<file path="src/rtl/s27_bist_driver.sv">
// BIST driver for the s27 core: flushes the core state, applies LFSR patterns on
// G0..G3 and compacts the G17 response into a 16-bit MISR signature.
module s27_bist_driver #(
    parameter int unsigned N_PATTERNS   = 64,
    parameter int unsigned FLUSH_CYCLES = 3,
    parameter logic [3:0]  LFSR_SEED    = 4'b0001,
    parameter logic [15:0] MISR_POLY    = 16'h1021,
    parameter logic [15:0] GOLDEN_SIG   = 16'h0000
) (
    input  logic        clock,
    input  logic        reset_n,
    input  logic        start,
    input  logic        abort,
    input  logic        g17_in,
    output logic [3:0]  pat,
    output logic        busy,
    output logic        done,
    output logic        pass,
    output logic [15:0] signature
);

    typedef enum logic [1:0] {
        S_IDLE,
        S_FLUSH,
        S_RUN,
        S_DONE
    } state_t;

    localparam logic [7:0] FLUSH_LAST = 8'(FLUSH_CYCLES - 1);
    localparam logic [7:0] RUN_LAST   = 8'(N_PATTERNS - 1);
    // Holds G5=0, G6=1, G7=0 in the core after three cycles.
    localparam logic [3:0] PAT_FLUSH  = 4'b1100;

    state_t      state_q, state_d;
    logic [3:0]  pat_q, pat_d;
    logic [3:0]  lfsr_q, lfsr_d;
    logic [15:0] misr_q, misr_d;
    logic [7:0]  cnt_q, cnt_d;

    logic [3:0]  lfsr_step;
    logic [15:0] misr_step;

    assign lfsr_step = {lfsr_q[2:0], lfsr_q[3] ^ lfsr_q[2]};
    assign misr_step = {misr_q[14:0], 1'b0}
                     ^ (misr_q[15] ? MISR_POLY : 16'h0000)
                     ^ {15'b0, g17_in};

    always_ff @(posedge clock or negedge reset_n) begin
        if (!reset_n) begin
            state_q <= S_IDLE;
            pat_q   <= 4'b0000;
            lfsr_q  <= LFSR_SEED;
            misr_q  <= 16'h0000;
            cnt_q   <= 8'd0;
        end else begin
            state_q <= state_d;
            pat_q   <= pat_d;
            lfsr_q  <= lfsr_d;
            misr_q  <= misr_d;
            cnt_q   <= cnt_d;
        end
    end

    // pat_d is the pattern for the state being entered, so pat stays registered.
    always_comb begin
        state_d = state_q;
        pat_d   = pat_q;
        lfsr_d  = lfsr_q;
        misr_d  = misr_q;
        cnt_d   = cnt_q;
        if (abort) begin
            state_d = S_IDLE;
            pat_d   = 4'b0000;
            misr_d  = 16'h0000;
            cnt_d   = 8'd0;
        end else begin
            unique case (state_q)
                S_IDLE, S_DONE: begin
                    pat_d = 4'b0000;
                    if (start) begin
                        state_d = S_FLUSH;
                        pat_d   = PAT_FLUSH;
                        misr_d  = 16'h0000;
                        cnt_d   = 8'd0;
                    end
                end
                S_FLUSH: begin
                    if (cnt_q == FLUSH_LAST) begin
                        state_d = S_RUN;
                        lfsr_d  = LFSR_SEED;
                        pat_d   = LFSR_SEED;
                        cnt_d   = 8'd0;
                    end else begin
                        cnt_d = cnt_q + 8'd1;
                    end
                end
                S_RUN: begin
                    misr_d = misr_step;
                    lfsr_d = lfsr_step;
                    if (cnt_q == RUN_LAST) begin
                        state_d = S_DONE;
                        pat_d   = 4'b0000;
                        cnt_d   = 8'd0;
                    end else begin
                        pat_d = lfsr_step;
                        cnt_d = cnt_q + 8'd1;
                    end
                end
                default: begin
                    state_d = S_IDLE;
                    pat_d   = 4'b0000;
                end
            endcase
        end
    end

    assign pat       = pat_q;
    assign busy      = (state_q == S_FLUSH) || (state_q == S_RUN);
    assign done      = (state_q == S_DONE);
    assign pass      = (state_q == S_DONE) && (misr_q == GOLDEN_SIG);
    assign signature = misr_q;

endmodule

</file>
<file path="config.mk">
export PLATFORM = sky130hd
export DESIGN_NAME = s27_bist_driver
export DESIGN_NICKNAME = d
export VERILOG_FILES = /design/src/rtl/s27_bist_driver.sv
export SDC_FILE = /design/constraint.sdc
export NUM_CORES = 1
export LEC_CHECK = 0
export ABC_CLOCK_PERIOD_IN_PS = 2150
export BUFFER_PORTS_ARGS = -buffer_cell sky130_fd_sc_hd__buf_2
export CORE_MARGIN = 5
export CORE_UTILIZATION = 30
export CTS_BUF_LIST = sky130_fd_sc_hd__clkbuf_4 sky130_fd_sc_hd__clkbuf_8 sky130_fd_sc_hd__clkbuf_16
export CTS_CLUSTER_SIZE = 16
export DETAILED_ROUTE_END_ITERATION = 10
export HOLD_SLACK_MARGIN = 0.05
export PLACE_DENSITY = 0.57
export SLEW_MARGIN = 20
export SYNTH_ARGS = -nofsm -noshare
export SYNTH_HDL_FRONTEND = slang
export SYNTH_SLANG_ARGS = --single-unit
</file>
<file path="constraint.sdc">
create_clock -name clock -period 2.15 [get_ports clock]
set_input_delay 0.1075 -clock clock [delete_from_list [all_inputs] [get_ports clock]]
set_output_delay 0.1075 -clock clock [all_outputs]
set_load 0.005 [all_outputs]
</file>
==> results by group, run 1 <==
Die
  • Die Y: 85.8 um
  • Die W: 85.8 um
  • Die area: 7360 um2
  • Core area: between 5000 and 6000 um2
  • Site Rows: 27
  • Initial core utilization: between 30% and 40%
  • IO Count: 28

Clock tree
  • TritonCTS Buffers: 5
  • H-tree depth: 2
  • CTS tree: done
  • Skew-Pair Late Insertion Delay: about 0.28 ns
  • Clk Tree Root Cell: clkbuf_8
  • Clock-pin slew on the worst setup and hold paths: 0.07 ns
  • Num Clock Sinks: 34
  • Clock Tree Buf Depth: 2
  • Postcts setup bufs: 0

Pwr
  • Sw frac: between 30 and 40%
  • PwrDens: roughly 1000 nW/um2
  • Flop pwr share: a little over a third
  • Peak supply drop: roughly 0.64 mV
  • Comb pwr share: a little under a third
  • Cell leakage power: around 0.001 uW
  • P_sw: about 700 uW
  • Clock power share: about 34%
  • Int Power: ~1400 uW

Global route
  • Largest net degree at the start of global routing: 35
  • Tot GR Track Use: 11.5%
  • GRT overflow: 0
  • First-pass GRT wire length: 6960 um
  • Number of global-route vias before repair: roughly 1500
  • Initial antenna violation count: 0

Logic synthesis
  • Seq/Total Area, Yosys: about half
  • Post-synth EDFFs: 0
  • Largest cells by area after synthesis: dfrtp_1, nand2_1, o21ai_1, ha_1, nor2_1
  • Yosys top cell by area: dfrtp_1
  • YS warnings: 0
  • Mean post-synth cell area: 8.80 um2
  • Async SR Flop Fraction: between 90% and 100%
  • Post-synthesis cell count: 196
  • Synth cell types: 38
  • Syn nets: around 200
  • Synth top area share: between 40 and 50%
  • #FFs+latches synth: 34
  • Ys flop type: dfrtp_1
  • Mapped Area: around 1700 um2

Setup path
  • Setup CP Type: reg -> reg
  • Crit-path slowest cell: dfrtp_1
  • Crit. End Element: flop
  • Worst endpoint required time: 2.32 ns
  • Critical Path Max Stage Delay: approximately 0.43 ns
  • Worst path cell trace: ha_1, and3_1, a41oi_2, buf_4, o21ai_1, o311ai_1
  • Startpoint types: flop
  • Max FO, Critical Path: 8
  • CP arrival: 2.00 ns

Timing
  • Endpoints failing setup: 0
  • Min Tclk post-route: between 1.5 and 2 ns
  • Max Slew Vio Count: 0
  • Post-route setup TNS: 0 ns
  • Rel. slew slack: 48.3%
  • Final-report hold violation count: 0
  • Slew @ Worst Pin: about 0.78 ns
  • Peak Freq: between 0.5 and 0.6 GHz
  • RSZ-0062 raised after global routing: no
  • Tcrit/Tclk final: a little over four fifths
  • Setup Skew: 0.00414 ns

Drt
  • Post-DRT Antenna Nets: 0
  • Vias/cell: slightly below 5
  • DR DRC count: 0
  • Total number of vias: 1501
  • Avg WL per Cell: ~13 um
  • Initial DRT Pass Iterations: 4
  • Initial DRC count: 47
  • WL final: 3890 um

Finish
  • Antenna diode count: 0
  • Most frequent cells in the layout: nand2_1, dfrtp_1, o21ai_1
  • Fin area: approximately 2100 um2
  • Most common cell after layout, fill and taps aside: nand2_1
  • P&R area growth vs syn: 23.4%
  • Nets: 240
  • Layout cell share with drive strength beyond 1: a little over a fifth

Status
  • Outcome: completed

Placement
  • Dpl hpwl: ~2800 um
  • GPL Wtd Cong: between 0.8 and 0.9
  • Port Buffers: 27
  • Dpl cell area: around 2000 um2

Min path
  • Min-delay worst type: in -> reg

Flow run
  • Max cap viols: 0
## power groups by stage
stage	clock [uW]	sequential (uW)	combinational (uW)
floorplan	0	762	436
global placement	0	768	662
detailed placement	0	770	660
CTS	752	757	666
global route	777	767	750
finish	733	757	661
## final cells by class
class | count | area (um2)
timing repair buffer | 36 | 205
tap | 72 | 90.1
fill | 566 | 3410
clock inverter | 2 | 60.1
clock buffer | 6 | 82.6
sequential | 34 | 852
inverter | 10 | 37.5
multi-input combinational | 143 | 801
## routing by layer
| metal | share of wire [%] | global-route usage (%) | up-vias |
|---|---|---|---|
| met5 | 0 | 0 | - |
| met2 | 46 | 17.4 | 36 |
| li1 | - | - | 744 |
| met1 | 48 | 15.8 | 718 |
| met3 | 5.7 | 3.55 | 3 |
| met4 | 0.44 | 3.31 | 0 |
## kinds of logic after synthesis
| kind of cell | Yosys count | share of synthesized area (%) |
|---|---|---|
| xor gates and xnor gates | 5 | 2.54 |
| adders and majority gates | 5 | 3.63 |
| and+or+nand+nor | 84 | 21.7 |
| DFF | 34 | 49.4 |
| AOI/OAI and AO/OA | 49 | 17.9 |
| buffers and inverters | 19 | 4.86 |
## cells in the mapped netlist (3+ instances only)
library cell,instances
nand2_1,50
dfrtp_1,33
o21ai_1,29
nor2_1,10
inv_1,8
ha_1,5
nor3_1,5
a21oi_1,4
buf_2,4
clkbuf_1,4
nor4_1,4
xor2_1,4
nand3_1,3
o221ai_1,3
## metrics by stage
step	utilization (%)	std cells	hold WS [ns]	power (uW)	setup WS, ns
global route	38.4	303	0.155	2290	0.172
detailed placement	35.7	294	0.239	1430	0.345
global placement	35.7	294	0.233	1430	0.407
finish	38.4	303	0.0972	2150	0.325
CTS	38.4	303	0.0896	2180	0.308
floorplan	-	196	-0.188	1200	0.338
## flip-flops by register name, summed over array words and instances (netlist names)
register   flops
lfsr_q         4
signature     16
pat            4
state_q        2
cnt_q          8
## critical path, delay by kind of cell (launching register included)
kind | cells | cell delay [ns]
AOI/OAI and AO/OA | 3 | 0.63
buffers and inverters | 1 | 0.18
adders and majority gates | 1 | 0.26
DFF | 1 | 0.43
and+or+nand+nor | 1 | 0.21
## timing repair
item                       4_1_cts  5_1_grt
hold endpoints to repair        33        0
setup endpoints to repair        0        0
resized for setup                0        0
hold buffers                     1        0
## path summary, 6_finish.rpt
kind / start / end / slack (ns) / cells past startpoint
max: cnt_q[0]$_DFFE_PN0P_ / cnt_q[2]$_DFFE_PN0P_ / 0.33 / 6
min: g17_in / signature[0]$_DFFE_PN0P_ / 0.1 / 4
max reg2reg: cnt_q[0]$_DFFE_PN0P_ / cnt_q[2]$_DFFE_PN0P_ / 0.33 / 6
min reg2reg: lfsr_q[0]$_DFFE_PN1P_ / lfsr_q[0]$_DFFE_PN1P_ / 0.50 / 2
max in group asynchronous: reset_n / pat[1]$_DFFE_PN0P_ / 1.22 / 2
min in group asynchronous: reset_n / signature[9]$_DFFE_PN0P_ / 0.43 / 2
No activity file was read; power rests on OpenSTA's default activity.
==> run 2, diff against run 1 <==
--- a/config.mk
+++ b/config.mk
@@ -5,7 +5,7 @@
 export SDC_FILE = /design/constraint.sdc
 export NUM_CORES = 1
 export LEC_CHECK = 0
-export ABC_CLOCK_PERIOD_IN_PS = 2150
+export ABC_CLOCK_PERIOD_IN_PS = 1700
 export BUFFER_PORTS_ARGS = -buffer_cell sky130_fd_sc_hd__buf_2
 export CORE_MARGIN = 5
 export CORE_UTILIZATION = 30
==> constraint.sdc (replaced) <==
create_clock -name clock -period 1.7 [get_ports clock]
set_input_delay 0.085 -clock clock [delete_from_list [all_inputs] [get_ports clock]]
set_output_delay 0.085 -clock clock [all_outputs]
set_load 0.005 [all_outputs]
==> results by group, run 2 (synthesized netlist as in run 1, its figures left out) <==
Pwr
  • Peak supply drop: 0.687 mV (+7.5%)
  • PwrDens: 1200 nW/um2 (+19%)
  • Cell leakage power: 0.00107 uW (+7.5%)
  • Int Power: 1810 uW (+25%)
  • Sw frac: 34.2% (+1.5 points)
  • Flop pwr share: 34.6% (-0.6 points)
  • Comb pwr share: 37.3% (+6.6 points)
  • Clock power share: 28.1% (-6.0 points)
  • Overall power: 2750 uW (+28%)
  • P_sw: 940 uW (+34%)

Setup path
  • Worst flop-to-flop path endpoint: pat[2]$_DFFE_PN0P_
  • Critical path buffer and inverter count: 1 (unchanged)
  • Reg2Reg Depth: 6 (unchanged)
  • Max FO, Critical Path: 4 (-4)
  • Crit path capture: pass
  • Worst endpoint required time: 1.62 ns (-0.70 ns)
  • CP arrival: 1.54 ns (-0.46 ns)
  • Crit. End Element: output port
  • Critical Path Max Stage Delay: 0.41 ns (-0.02 ns)
  • Crit path from: state_q[1]$_DFFE_PN0P_
  • Launch point of the worst reg-to-reg path: cnt_q[0]$_DFFE_PN0P_
  • Setup CP Type: reg -> out
  • Worst R2R Setup Slack: 0.08 ns (-0.25 ns)
  • Worst path cell trace: ha_2, nor4b_2, nand4_1, nor4_1, buf_2
  • Startpoint types: flop
  • WP depth: 5 (-1)
  • Crit-path slowest cell: dfrtp_1
  • CP delay by family, top: simple AND/OR/NAND/NOR gates

Drt
  • Post-DRT Antenna Nets: 0 (unchanged)
  • Total number of vias: 1540 (+2.6%)
  • Metal-1 WL: 2030 um (+8.3%)
  • Initial DRC count: 35 (-26%)
  • Avg WL per Cell: 12.9 um (+0.53%)
  • DR top layer: met4
  • Vias/cell: 4.86 (-1.9%)
  • Met3 wire len: 232 um (+5.0%)
  • Initial DRT Pass Iterations: 4 (unchanged)
  • Met2 wire len: 1800 um (+1.5%)
  • DR DRC count: 0 (unchanged)
  • WL final: 4090 um (+5.2%)

Placement
  • Placed cells: 304 (+3.4%)
  • Dpl hpwl: 2810 um (+1.4%)
  • Port Buffers: 27 (unchanged)
  • GPL Wtd Cong: 0.791 (-2.7%)

Clock tree
  • Skew-Pair Late Insertion Delay: 0.29 ns (about the same)
  • Clock-pin slew on the worst setup and hold paths: 0.07 ns (about the same)
  • H-tree depth: 2 (unchanged)
  • Clk Tree Root Cell: clkbuf_8
  • Num Clock Sinks: 34 (unchanged)
  • Clock Tree Buf Depth: 2 (unchanged)
  • CTS tree: done
  • TritonCTS Buffers: 5 (unchanged)

Global route
  • Number of global-route vias before repair: 1460 (-1.2%)
  • GRT overflow: 0 (unchanged)
  • Initial antenna violation count: 0 (unchanged)
  • First-pass GRT wire length: 6860 um (-1.5%)
  • Largest net degree at the start of global routing: 35 (unchanged)
  • Tot GR Track Use: 11.6% (+0.087 points)

Timing
  • Setup Skew: 0.00518 ns (+0.00104 ns)
  • Peak Freq: roughly 0.62 GHz
  • Max Slew Vio Count: 0 (unchanged)
  • Min Tclk post-route: ~1.6 ns
  • Slew @ Worst Pin: 0.448 ns (-0.327 ns)
  • RSZ-0062 raised after global routing: yes
  • Endpoints failing setup: 0 (unchanged)
  • Tcrit/Tclk final: 95.4%
  • Rel. slew slack: 70.1% (+22 points)
  • Final-report hold violation count: 0 (unchanged)

Finish
  • Antenna diode count: 0 (unchanged)
  • Layout cell share with drive strength beyond 1: 30.6% (+9.0 points)
  • Fill count: 565 (-0.18%)
  • Most frequent cells in the layout: nand2_1, dfrtp_1, o21ai_1
  • Final core occ: 41.4% (+3.0 points)
  • Final std cells w/o fill: 317 (+4.6%)
  • Nets: 254 (+5.8%)
  • Max reg flops: 16 (unchanged)
  • Most common cell after layout, fill and taps aside: nand2_1
  • P&R area growth vs syn: 32.9%

Status
  • Outcome: completed

Die
  • Initial core utilization: 31.1% (unchanged)
  • Die W: 85.8 um (unchanged)
  • IO Count: 28 (unchanged)
  • Core area: 5540 um2 (unchanged)
  • Site Rows: 27 (unchanged)
  • Die area: 7360 um2 (unchanged)
  • Die Y: 85.8 um (unchanged)

Min path
  • Min-delay worst type: in -> reg

Flow run
  • Max cap viols: 0 (unchanged)
==> run 2: cell types whose count changed in the layout (fill, tap and decap cells not counted), moves of 2 or more <==
| cell | delta |
|---|---|
| nor2_2 | +2 |
| buf_4 | +12 |
| ha_1 | -2 |
| nor2_1 | -2 |
| clkbuf_4 | +2 |
| ha_2 | +2 |
==> run 2: how the worst min path moves through the flow <==
stage	from	cells past startpoint	to	slack, ns
final	g17_in	4	signature[0]$_DFFE_PN0P_	0.08
after global routing	g17_in	4	signature[0]$_DFFE_PN0P_	0.10
after CTS	g17_in	4	signature[0]$_DFFE_PN0P_	0.07
after detailed placement	reset_n	2	signature[10]$_DFFE_PN0P_	0.15
after global placement	reset_n	2	signature[10]$_DFFE_PN0P_	0.16
after floorplan	reset_n	0	cnt_q[0]$_DFFE_PN0P_	-0.21
==> run 2: worst register-to-register path: stages, from the launching register on <==
cell	delay (ns)
dfrtp_1	0.39
ha_1	0.22
and3_4	0.20
a41oi_4	0.24
buf_6	0.16
nand3_1	0.09
a221oi_2	0.24
==> run 2: layout make-up <==
type / count / area (um2) / area share [%]
Tap cell: 72 / 90.1 / 3.93
Inverter: 10 / 37.5 / 1.64
Sequential cell: 34 / 852 / 37.2
Multi-Input combinational cell: 143 / 872 / 38.0
Clock inverter: 1 / 30.0 / 1.31
Clock buffer: 7 / 83.8 / 3.66
Timing Repair Buffer: 50 / 327 / 14.2
==> run 2: layer usage <==
metal	global-route usage, %	vias up
met5	0	-
met4	3.74	0
met3	3.36	3
met2	17.2	32
met1	16.2	734
li1	-	771
==> run 2: power groups by stage <==
| stage | logic [uW] | registers [uW] | clock network, uW |
|---|---|---|---|
| after CTS | 925 | 953 | 791 |
| after global placement | 906 | 970 | 0 |
| final | 1030 | 952 | 772 |
| after global routing | 1130 | 963 | 818 |
| after detailed placement | 906 | 970 | 0 |
| after floorplan | 563 | 964 | 0 |
==> run 2: repair_timing <==
action	in CTS	in global routing
endpoints found under the setup margin	5	30
hold endpoints to repair	33	0
gates resized for setup	2	13
hold buffers	1	0
setup buffers	1	3
pin swaps	0	1
==> run 2: metrics by stage <==
| step | TNS (ns) | hold slack, ns | worst slack (ns) | area (um2) |
|---|---|---|---|---|
| after global placement | 0 | 0.155 | 0.0596 | 2060 |
| after global routing | -0.136 | 0.104 | -0.0464 | 2290 |
| after floorplan | 0 | -0.211 | 0.0131 | 1730 |
| final | 0 | 0.0785 | 0.0774 | 2290 |
| after detailed placement | 0 | 0.151 | 0.0202 | 2060 |
| after CTS | 0 | 0.0722 | 0.00878 | 2210 |
==> run 3, diff against run 2 <==
--- a/config.mk
+++ b/config.mk
@@ -13,7 +13,7 @@
 export CTS_CLUSTER_SIZE = 16
 export DETAILED_ROUTE_END_ITERATION = 10
 export HOLD_SLACK_MARGIN = 0.05
-export PLACE_DENSITY = 0.57
+export PLACE_DENSITY = 0.53
 export SLEW_MARGIN = 20
 export SYNTH_ARGS = -nofsm -noshare
 export SYNTH_HDL_FRONTEND = slang
==> results by group, run 3 (synthesized netlist as in run 1, its figures left out) <==
Placement
  • GPL Wtd Cong: 0.871 (+10%)
  • Port Buffers: 27 (unchanged)
  • Dpl hpwl: 2880 um (+2.4%)
  • Dpl cell area: 2070 um2 (+0.36%)

Clock tree
  • Clock-pin slew on the worst setup and hold paths: 0.07 ns (about the same)
  • Clock Tree Buf Depth: 2 (unchanged)
  • H-tree depth: 2 (unchanged)
  • Skew-Pair Late Insertion Delay: 0.28 ns (about the same)
  • Clk Tree Root Cell: clkbuf_8
  • TritonCTS Buffers: 5 (unchanged)
  • Num Clock Sinks: 34 (unchanged)
  • CTS tree: done

Die
  • Die Y: 85.8 um (unchanged)
  • Initial core utilization: 31.1% (unchanged)
  • IO Count: 28 (unchanged)
  • Die W: 85.8 um (unchanged)
  • Site Rows: 27 (unchanged)
  • Die area: 7360 um2 (unchanged)
  • Core area: 5540 um2 (unchanged)

Flow run
  • Max cap viols: 0 (unchanged)

Drt
  • WL final: 4410 um (+7.9%)
  • Initial DRT Pass Iterations: 4 (unchanged)
  • DR DRC count: 0 (unchanged)
  • Total number of vias: 1540 (unchanged)
  • Post-DRT Antenna Nets: 0 (unchanged)
  • Initial DRC count: 60 (+71%)
  • Vias/cell: 4.80 (-1.2%)
  • Avg WL per Cell: 13.7 um (+6.6%)

Finish
  • Most frequent cells in the layout: nand2_1, dfrtp_1, o21ai_1
  • P&R area growth vs syn: 37.4%
  • Antenna diode count: 0 (unchanged)
  • Max reg flops: 16 (unchanged)
  • Layout cell share with drive strength beyond 1: 31.7% (+1.1 points)
  • Nets: 258 (+1.6%)
  • Fin area: 2370 um2 (+3.3%)
  • Most common cell after layout, fill and taps aside: nand2_1

Timing
  • Final-report hold violation count: 0 (unchanged)
  • RSZ-0062 raised after global routing: yes
  • Setup Skew: 0.00994 ns (+0.00477 ns)
  • Peak Freq: 0.592 GHz (-3.9%)
  • Endpoints failing setup: 0 (unchanged)
  • Tcrit/Tclk final: 99.3% (+3.9 points)
  • Min Tclk post-route: 1.69 ns (+0.0658 ns)
  • Max Slew Vio Count: 0 (unchanged)
  • Rel. slew slack: 48.7% (-21 points)
  • Hold slack: 0.0836 ns (+0.00501 ns)
  • Slew @ Worst Pin: 0.770 ns (+0.322 ns)

Global route
  • Number of global-route vias before repair: 1474 (+0.96%)
  • Tot GR Track Use: 11.5% (-0.11 points)
  • Initial antenna violation count: 0 (unchanged)
  • Largest net degree at the start of global routing: 35 (unchanged)
  • GRT overflow: 0 (unchanged)
  • First-pass GRT wire length: 6730 um (-1.9%)

Min path
  • Min-delay worst type: in -> reg
  • HP Start: g17_in

Setup path
  • Startpoint types: flop
  • Worst endpoint required time: 1.91 ns (+0.29 ns)
  • Setup CP Type: reg -> reg
  • Launch point of the worst reg-to-reg path: state_q[0]$_DFFE_PN0P_
  • Max FO, Critical Path: 8 (+4)
  • Crit. End Element: flop
  • Crit path from: state_q[0]$_DFFE_PN0P_
  • CP arrival: 1.89 ns (+0.35 ns)

Pwr
  • Peak supply drop: 0.704 mV (+2.4%)
  • PwrDens: 1160 nW/um2 (-3.3%)
  • Cell leakage power: 0.00109 uW (+1.9%)

Status
  • Outcome: completed
[run 3: layer usage]
layer,track usage (%),part of all wire [%]
met4,3.88,0.84
met5,0,0
met3,3.65,5.6
met1,14.8,47
met2,18.1,47
[run 3: layout make-up]
cell class | count | area [um2]
Multi-Input combinational cell | 143 | 897
Sequential cell | 34 | 853
Clock buffer | 8 | 97.6
Timing Repair Buffer | 54 | 393
Tap cell | 72 | 90.1
Inverter | 10 | 37.5
Fill cell | 556 | 3170
[run 3: worst paths after layout]
| check | slack (ns) | endpoint | depth (start not counted) |
|---|---|---|---|
| worst max-delay path | 0.01 | signature[11]$_DFFE_PN0P_ | 8 |
| max in group asynchronous | 0.74 | state_q[1]$_DFFE_PN0P_ | 2 |
| worst min register to register | 0.50 | lfsr_q[0]$_DFFE_PN1P_ | 2 |
| worst min-delay path | 0.08 | signature[0]$_DFFE_PN0P_ | 4 |
| worst max register to register | 0.01 | signature[11]$_DFFE_PN0P_ | 8 |
| min in group asynchronous | 0.42 | cnt_q[5]$_DFFE_PN0P_ | 2 |
[run 3: worst max-delay path, stage by stage (launching register included)]
cell and delay [ns]:
dfrtp_1 0.40, inv_1 0.11, ha_4 0.22, and2_2 0.22, a211oi_4 0.22, buf_4 0.17, clkbuf_16 0.14, nand2_1 0.05
o21ai_1 0.07
[run 3: timing repair]
item                                   CTS  global route
pin swaps                                0             5
setup endpoints to repair                3            28
endpoints found under the hold margin   33             0
hold buffers                             1             0
resized for setup                        2            20
setup buffers                            1             3
gates cloned                             0             3
[run 3: where the power goes]
part / total (uW) / switching (uW) / internal [uW]
registers: 963 / 67.0 / 896
clock network: 643 / 280 / 362
logic: 1140 / 607 / 534
[run 3: per-stage QoR]
step,setup TNS [ns],power (uW),setup WS (ns),utilization [%],cells
after global routing,-0.780,2940,-0.0875,42.8,321
final,0,2750,0.0116,42.8,321
after global placement,0,1860,0.0352,37.4,305
after CTS,0,2540,0.000678,39.6,315
after floorplan,0,1530,0.0131,-,196
after detailed placement,-0.00582,1860,-0.00582,37.4,305
